===== config.mk =====
export PLATFORM = sky130hd
export DESIGN_NAME = id_ex_stage
export DESIGN_NICKNAME = d
export VERILOG_FILES = /design/src/rtl/id_ex_stage.sv
export SDC_FILE = /design/constraint.sdc
export NUM_CORES = 1
export LEC_CHECK = 0
export BUFFER_PORTS_ARGS = -buffer_cell sky130_fd_sc_hd__clkbuf_2
export CORE_ASPECT_RATIO = 2
export CORE_UTILIZATION = 36
export CTS_CLUSTER_DIAMETER = 30
export DETAILED_ROUTE_END_ITERATION = 12
export PLACE_DENSITY_LB_ADDON = 0.05
export SLEW_MARGIN = 5
export SYNTH_ARGS = -nofsm -noshare
export SYNTH_HDL_FRONTEND = slang
export SYNTH_SLANG_ARGS = --single-unit

===== constraint.sdc =====
create_clock -name clk -period 2.3 [get_ports clk]
set_input_delay 0 -clock clk [delete_from_list [all_inputs] [get_ports clk]]
set_output_delay 0 -clock clk [all_outputs]
set_load 0.1 [all_outputs]

===== src/rtl/id_ex_stage.sv =====
// ID->EX pipeline register with load-use and CSR/MRET serialisation stalls plus flush.
// Optional build macro HAZARD_STATS_EN adds saturating load-use / drain bubble counters.
module id_ex_stage #(
    parameter int unsigned XLEN      = 32,
    parameter int unsigned CSR_DRAIN = 2
) (
    input  logic            clk,
    input  logic            rst,
    input  logic            id_valid,
    input  logic [6:0]      id_opcode,
    input  logic [4:0]      id_rs1,
    input  logic [4:0]      id_rs2,
    input  logic [4:0]      id_rd,
    input  logic [XLEN-1:0] id_pc,
    input  logic [XLEN-1:0] id_rdata1,
    input  logic [XLEN-1:0] id_rdata2,
    input  logic [XLEN-1:0] id_imm,
    input  logic [3:0]      id_aluop,
    input  logic [9:0]      id_ctrl,
    input  logic            id_is_mret,
    input  logic            flush,
    output logic            stall_id,
    output logic            ex_valid,
    output logic [XLEN-1:0] ex_pc,
    output logic [XLEN-1:0] ex_rdata1,
    output logic [XLEN-1:0] ex_rdata2,
    output logic [XLEN-1:0] ex_imm,
    output logic [4:0]      ex_rs1,
    output logic [4:0]      ex_rs2,
    output logic [4:0]      ex_rd,
    output logic [3:0]      ex_aluop,
    output logic [9:0]      ex_ctrl,
    output logic            ex_is_mret
`ifdef HAZARD_STATS_EN
    ,
    output logic [31:0]     stat_ldstall,
    output logic [31:0]     stat_drain
`endif
);

    localparam int unsigned CNT_W         = 3;
    localparam int unsigned CTRL_MEM_READ = 6;
    localparam int unsigned CTRL_CSR_WR   = 0;

    localparam logic [6:0] OP_LUI   = 7'b0110111;
    localparam logic [6:0] OP_AUIPC = 7'b0010111;
    localparam logic [6:0] OP_JAL   = 7'b1101111;
    localparam logic [6:0] OP_R     = 7'b0110011;
    localparam logic [6:0] OP_S     = 7'b0100011;
    localparam logic [6:0] OP_B     = 7'b1100011;

    if (CSR_DRAIN < 1 || CSR_DRAIN > 7) begin : g_drain_check
        $error("id_ex_stage: CSR_DRAIN must be in 1..7");
    end

    typedef enum logic [1:0] {
        RUN     = 2'd0,
        LDSTALL = 2'd1,
        DRAIN   = 2'd2
    } state_t;

    state_t             state_q, state_nxt;
    logic [CNT_W-1:0]   cnt_q, cnt_nxt;
    logic               latch_c;
    logic               use_rs1_c, use_rs2_c, load_use_c, serial_c;

    // Source-register usage decode and load-use detection against the instruction in EX
    always_comb begin
        use_rs1_c  = !(id_opcode inside {OP_LUI, OP_AUIPC, OP_JAL});
        use_rs2_c  = id_opcode inside {OP_R, OP_S, OP_B};
        load_use_c = id_valid && ex_valid && ex_ctrl[CTRL_MEM_READ] && (ex_rd != 5'd0) &&
                     ((use_rs1_c && (id_rs1 == ex_rd)) || (use_rs2_c && (id_rs2 == ex_rd)));
        serial_c   = id_valid && (id_ctrl[CTRL_CSR_WR] || id_is_mret);
    end

    always_ff @(posedge clk) begin
        if (rst) begin
            state_q <= RUN;
            cnt_q   <= '0;
        end else begin
            state_q <= state_nxt;
            cnt_q   <= cnt_nxt;
        end
    end

    // Flush dominates; otherwise the state decides between latching ID and injecting a bubble
    always_comb begin
        state_nxt = state_q;
        cnt_nxt   = cnt_q;
        stall_id  = 1'b0;
        latch_c   = 1'b0;
        if (flush) begin
            state_nxt = RUN;
            cnt_nxt   = '0;
        end else begin
            case (state_q)
                RUN: begin
                    if (load_use_c) begin
                        stall_id  = 1'b1;
                        state_nxt = LDSTALL;
                    end else begin
                        latch_c = 1'b1;
                        if (serial_c) begin
                            state_nxt = DRAIN;
                            cnt_nxt   = CNT_W'(CSR_DRAIN);
                        end
                    end
                end
                LDSTALL: begin
                    latch_c = 1'b1;
                    if (serial_c) begin
                        state_nxt = DRAIN;
                        cnt_nxt   = CNT_W'(CSR_DRAIN);
                    end else begin
                        state_nxt = RUN;
                    end
                end
                DRAIN: begin
                    stall_id = 1'b1;
                    cnt_nxt  = cnt_q - CNT_W'(1);
                    if (cnt_q <= CNT_W'(1)) begin
                        state_nxt = RUN;
                    end
                end
                default: begin
                    state_nxt = RUN;
                    cnt_nxt   = '0;
                end
            endcase
        end
    end

    // Bubbles clear only the control side; datapath fields keep stale values
    always_ff @(posedge clk) begin
        if (rst) begin
            ex_valid   <= 1'b0;
            ex_pc      <= '0;
            ex_rdata1  <= '0;
            ex_rdata2  <= '0;
            ex_imm     <= '0;
            ex_rs1     <= '0;
            ex_rs2     <= '0;
            ex_rd      <= '0;
            ex_aluop   <= '0;
            ex_ctrl    <= '0;
            ex_is_mret <= 1'b0;
        end else if (latch_c && id_valid) begin
            ex_valid   <= 1'b1;
            ex_pc      <= id_pc;
            ex_rdata1  <= id_rdata1;
            ex_rdata2  <= id_rdata2;
            ex_imm     <= id_imm;
            ex_rs1     <= id_rs1;
            ex_rs2     <= id_rs2;
            ex_rd      <= id_rd;
            ex_aluop   <= id_aluop;
            ex_ctrl    <= id_ctrl;
            ex_is_mret <= id_is_mret;
        end else begin
            ex_valid   <= 1'b0;
            ex_aluop   <= '0;
            ex_ctrl    <= '0;
            ex_is_mret <= 1'b0;
        end
    end

`ifdef HAZARD_STATS_EN
    logic ld_bubble_c, drain_bubble_c;

    assign ld_bubble_c    = !flush && (state_q == RUN) && load_use_c;
    assign drain_bubble_c = !flush && (state_q == DRAIN);

    always_ff @(posedge clk) begin
        if (rst) begin
            stat_ldstall <= '0;
            stat_drain   <= '0;
        end else begin
            if (ld_bubble_c && (stat_ldstall != '1)) begin
                stat_ldstall <= stat_ldstall + 32'd1;
            end
            if (drain_bubble_c && (stat_drain != '1)) begin
                stat_drain <= stat_drain + 32'd1;
            end
        end
    end
`endif

endmodule

==> impl_metrics.env <==
export IMPL_grt_max_degree=86
export IMPL_grt_first_pass_wirelength_um=31830
export IMPL_clockRootBuffer="clkbuf_16"
export IMPL_tightest_slew_ns=0.6023
export IMPL_clockBufferDepth=2
export IMPL_ys_warn_count=0
export IMPL_numCtsBuffers=17
export IMPL_end_kind="flop"
export IMPL_h_tree_depth=4
export IMPL_p_per_area_mw_per_mm2=689.6
export IMPL_slew_headroom_pct=60.01
export IMPL_area_growth_syn_to_layout_pct=56.82
export IMPL_firstDrtPassIters=4
export IMPL_initial_core_util_pct=36.83
export IMPL_final_hold_viol_count=0
export IMPL_multi_input_area_mm2=0.003797
export IMPL_outcome="complete, no violations"
export IMPL_ff_latch_area_mm2=0.003292
export IMPL_diodes=0
export IMPL_portBuffers=328
export IMPL_maxSlewViolCount=0
export IMPL_hp_class="in -> reg"
export IMPL_synth_edf_count=0
export IMPL_antenna_found_initial=0
export IMPL_gp_congestion=0.7879
export IMPL_drive_above_1_share_pct=32.19
export IMPL_synth_top_area_share_pct=44.77
export IMPL_clk_latency_ns=0.42
export IMPL_dieArea_mm2=0.02098
export IMPL_viasPerCell=4.399
export IMPL_drt_initial_drc_count=115
export IMPL_avgSynthCellArea_um2=10.20
export IMPL_postRouteWirelength_um=20800
export IMPL_ys_seq_area_share_pct=44.77
export IMPL_ys_top_cells_by_area="dfxtp_1 (45%), nand2b_1 (24%), mux2i_1 (20%)"
export IMPL_ys_ff_latch=164
export IMPL_ys_async_sr_fraction_pct=0
export IMPL_nets=1360
export IMPL_gr_total_overflow=0
export IMPL_syn_area_mm2=0.007333
export IMPL_crit_path_start_kind="flop"
export IMPL_antenna_left=0
export IMPL_num_fill_cells=1851
export IMPL_maxCapViolations=0
export IMPL_place_hpwl_um=14290
export IMPL_pin_count=329
export IMPL_row_count=73
export IMPL_rsz0062_at_grt="false"
export IMPL_synth_fp_nets=890
export IMPL_tns_ns=0
export IMPL_setup_viol=0
export IMPL_min_period_ns=2.160
export IMPL_ys_flop_type="dfxtp_1"
export IMPL_synth_top_area_cell="dfxtp_1"
export IMPL_p_leak_nw=5.174
export IMPL_finClkSkew_ns=0.008658
export IMPL_post_route_period_util_pct=93.89
export IMPL_max_freq_mhz=463.1
export IMPL_ir_worst_vdd_mv=0.4298
export IMPL_die_x_um=102.9
export IMPL_drc=0
export IMPL_tritoncts="yes"
export IMPL_worstSetupPathType="reg -> reg"
export IMPL_clkSlewWorstSetupHoldPaths_ns=0.07
export IMPL_cts_sinks=164
export IMPL_vias=6427
export IMPL_die_y_um=203.8
export IMPL_synthCells=719
export IMPL_core_area_mm2=0.01991
export IMPL_cp_data_required_time_ns=2.64
export IMPL_ys_types=40
export IMPL_grt_use_total_pct=19.58
export IMPL_cp_arrival_ns=2.50
export IMPL_path_max_fanout=25
export IMPL_wl_per_cell_um=14.24
export IMPL_timing_hold_ws_ns=0.1420
export IMPL_grt_pass1_vias=6780
[what timing repair did]
| item | CTS | global route |
|---|---|---|
| hold buffers | 160 | 0 |
| setup endpoints to repair | 1 | 13 |
| pin swaps | 0 | 1 |
| gates resized for setup | 2 | 5 |
| endpoints found under the hold margin | 163 | 0 |
| setup buffers | 0 | 2 |
| cloned | 0 | 1 |
[final timing paths]
| path | endpoint | startpoint | cells past startpoint | slack, ns |
|---|---|---|---|---|
| max | ex_pc[11]$_SDFFE_PP0P_ | ex_rd[0]$_SDFFE_PP0P_ | 7 | 0.14 |
| min | cnt_q[0]$_SDFFE_PP0P_ | id_valid | 4 | 0.14 |
| max reg2reg | ex_pc[11]$_SDFFE_PP0P_ | ex_rd[0]$_SDFFE_PP0P_ | 7 | 0.14 |
| min reg2reg | ex_pc[8]$_SDFFE_PP0P_ | ex_pc[8]$_SDFFE_PP0P_ | 2 | 0.47 |
[final cells by class]
class                           instances  share of cell area [%]
Tap cell                              262                   2.851
Clock inverter                          9                  0.9248
Inverter                                2                 0.06528
Multi-Input combinational cell        501                   33.02
Clock buffer                           20                   4.058
Sequential cell                       164                   28.63
Timing Repair Buffer                  503                   30.45
[per-layer routing]
metal | vias up | wire length (um) | GRT usage, %
li1 | 3271 | - | -
met2 | 220 | 11070 | 36.81
met5 | - | 0 | 0
met3 | 32 | 1167 | 4.514
met1 | 2904 | 7975 | 19.64
met4 | 0 | 591 | 9.054
[synth_stat cells (4+ instances only)]
cell type	instances
mux2i_1	143
nand2b_1	286
nor2_1	5
clkbuf_1	34
and3b_1	15
o21ai_0	5
buf_2	5
xnor2_1	6
nor2b_1	4
buf_6	11
xor2_1	5
nand2_1	4
dfxtp_1	164
[sequential cells by signal (all words and copies together), names as in the netlist]
name	count
cnt_q	3
ex_aluop	4
ex_ctrl	10
ex_imm	32
ex_is_mret	1
ex_pc	32
ex_rd	5
ex_rdata1	32
ex_rdata2	32
ex_rs1	5
ex_rs2	5
ex_valid	1
state_q	2
[layout by cell type, fill, tap and decap left out, drive strengths merged, types with 2 or more instances in the layout]
master and n:
a21oi 2, clkinvlp 3, buf 16, nand3 2, nor2b 4, a211oi 2, nor2 6, nand2b 286
clkinv 4, inv 2, dfxtp 164, xor2 5, nand2 4, dlygate4sd3 160, ha 2, nor3 2
clkbuf 347, xnor2 6, bufinv 2, and3b 15, mux2i 143, o21ai 5
[power breakdown]
| part | total (W) | leakage [nW] | internal, W | switching (W) |
|---|---|---|---|---|
| Combinational | 0.00206 | 3.56 | 0.000643 | 0.00141 |
| Sequential | 0.00307 | 1.34 | 0.00298 | 0.0000815 |
| Clock | 0.00281 | 0.276 | 0.00166 | 0.00115 |
[per-stage QoR]
step	utilization [%]	setup WS [ns]	power, W	std cells	instance area [um^2]
finish	57.75	0.1405	0.007930	1461	11500
global route	57.75	0.02982	0.008254	1461	11500
CTS	57.43	0.07506	0.008025	1458	11440
detailed placement	46.46	0.1675	0.004952	1269	9250
global placement	46.46	0.2231	0.004949	1269	9250
floorplan	-	0.05670	0.004556	719	7350
[worst max-delay path, cell delays in order, from the launching register on]
cell and delay [ns]:
dfxtp_2 0.35, or4_1 0.58, nor2_4 0.17, nor2_2 0.11
a21oi_4 0.24, buf_4 0.18, clkbuf_16 0.22, mux2i_1 0.21
[cells by family (layout without fill, tap and decap cells)]
family,count (synthesis),after routing,share of synthesized area [%]
flops,164,164,44.77
buf+inv,54,534,4.027
mux,143,143,19.52
compound gates,17,17,1.809
xor+xnor,11,11,1.314
simple gates,328,328,28.22
fa+ha+maj,2,2,0.3412
(Power assumes the default switching activity.)
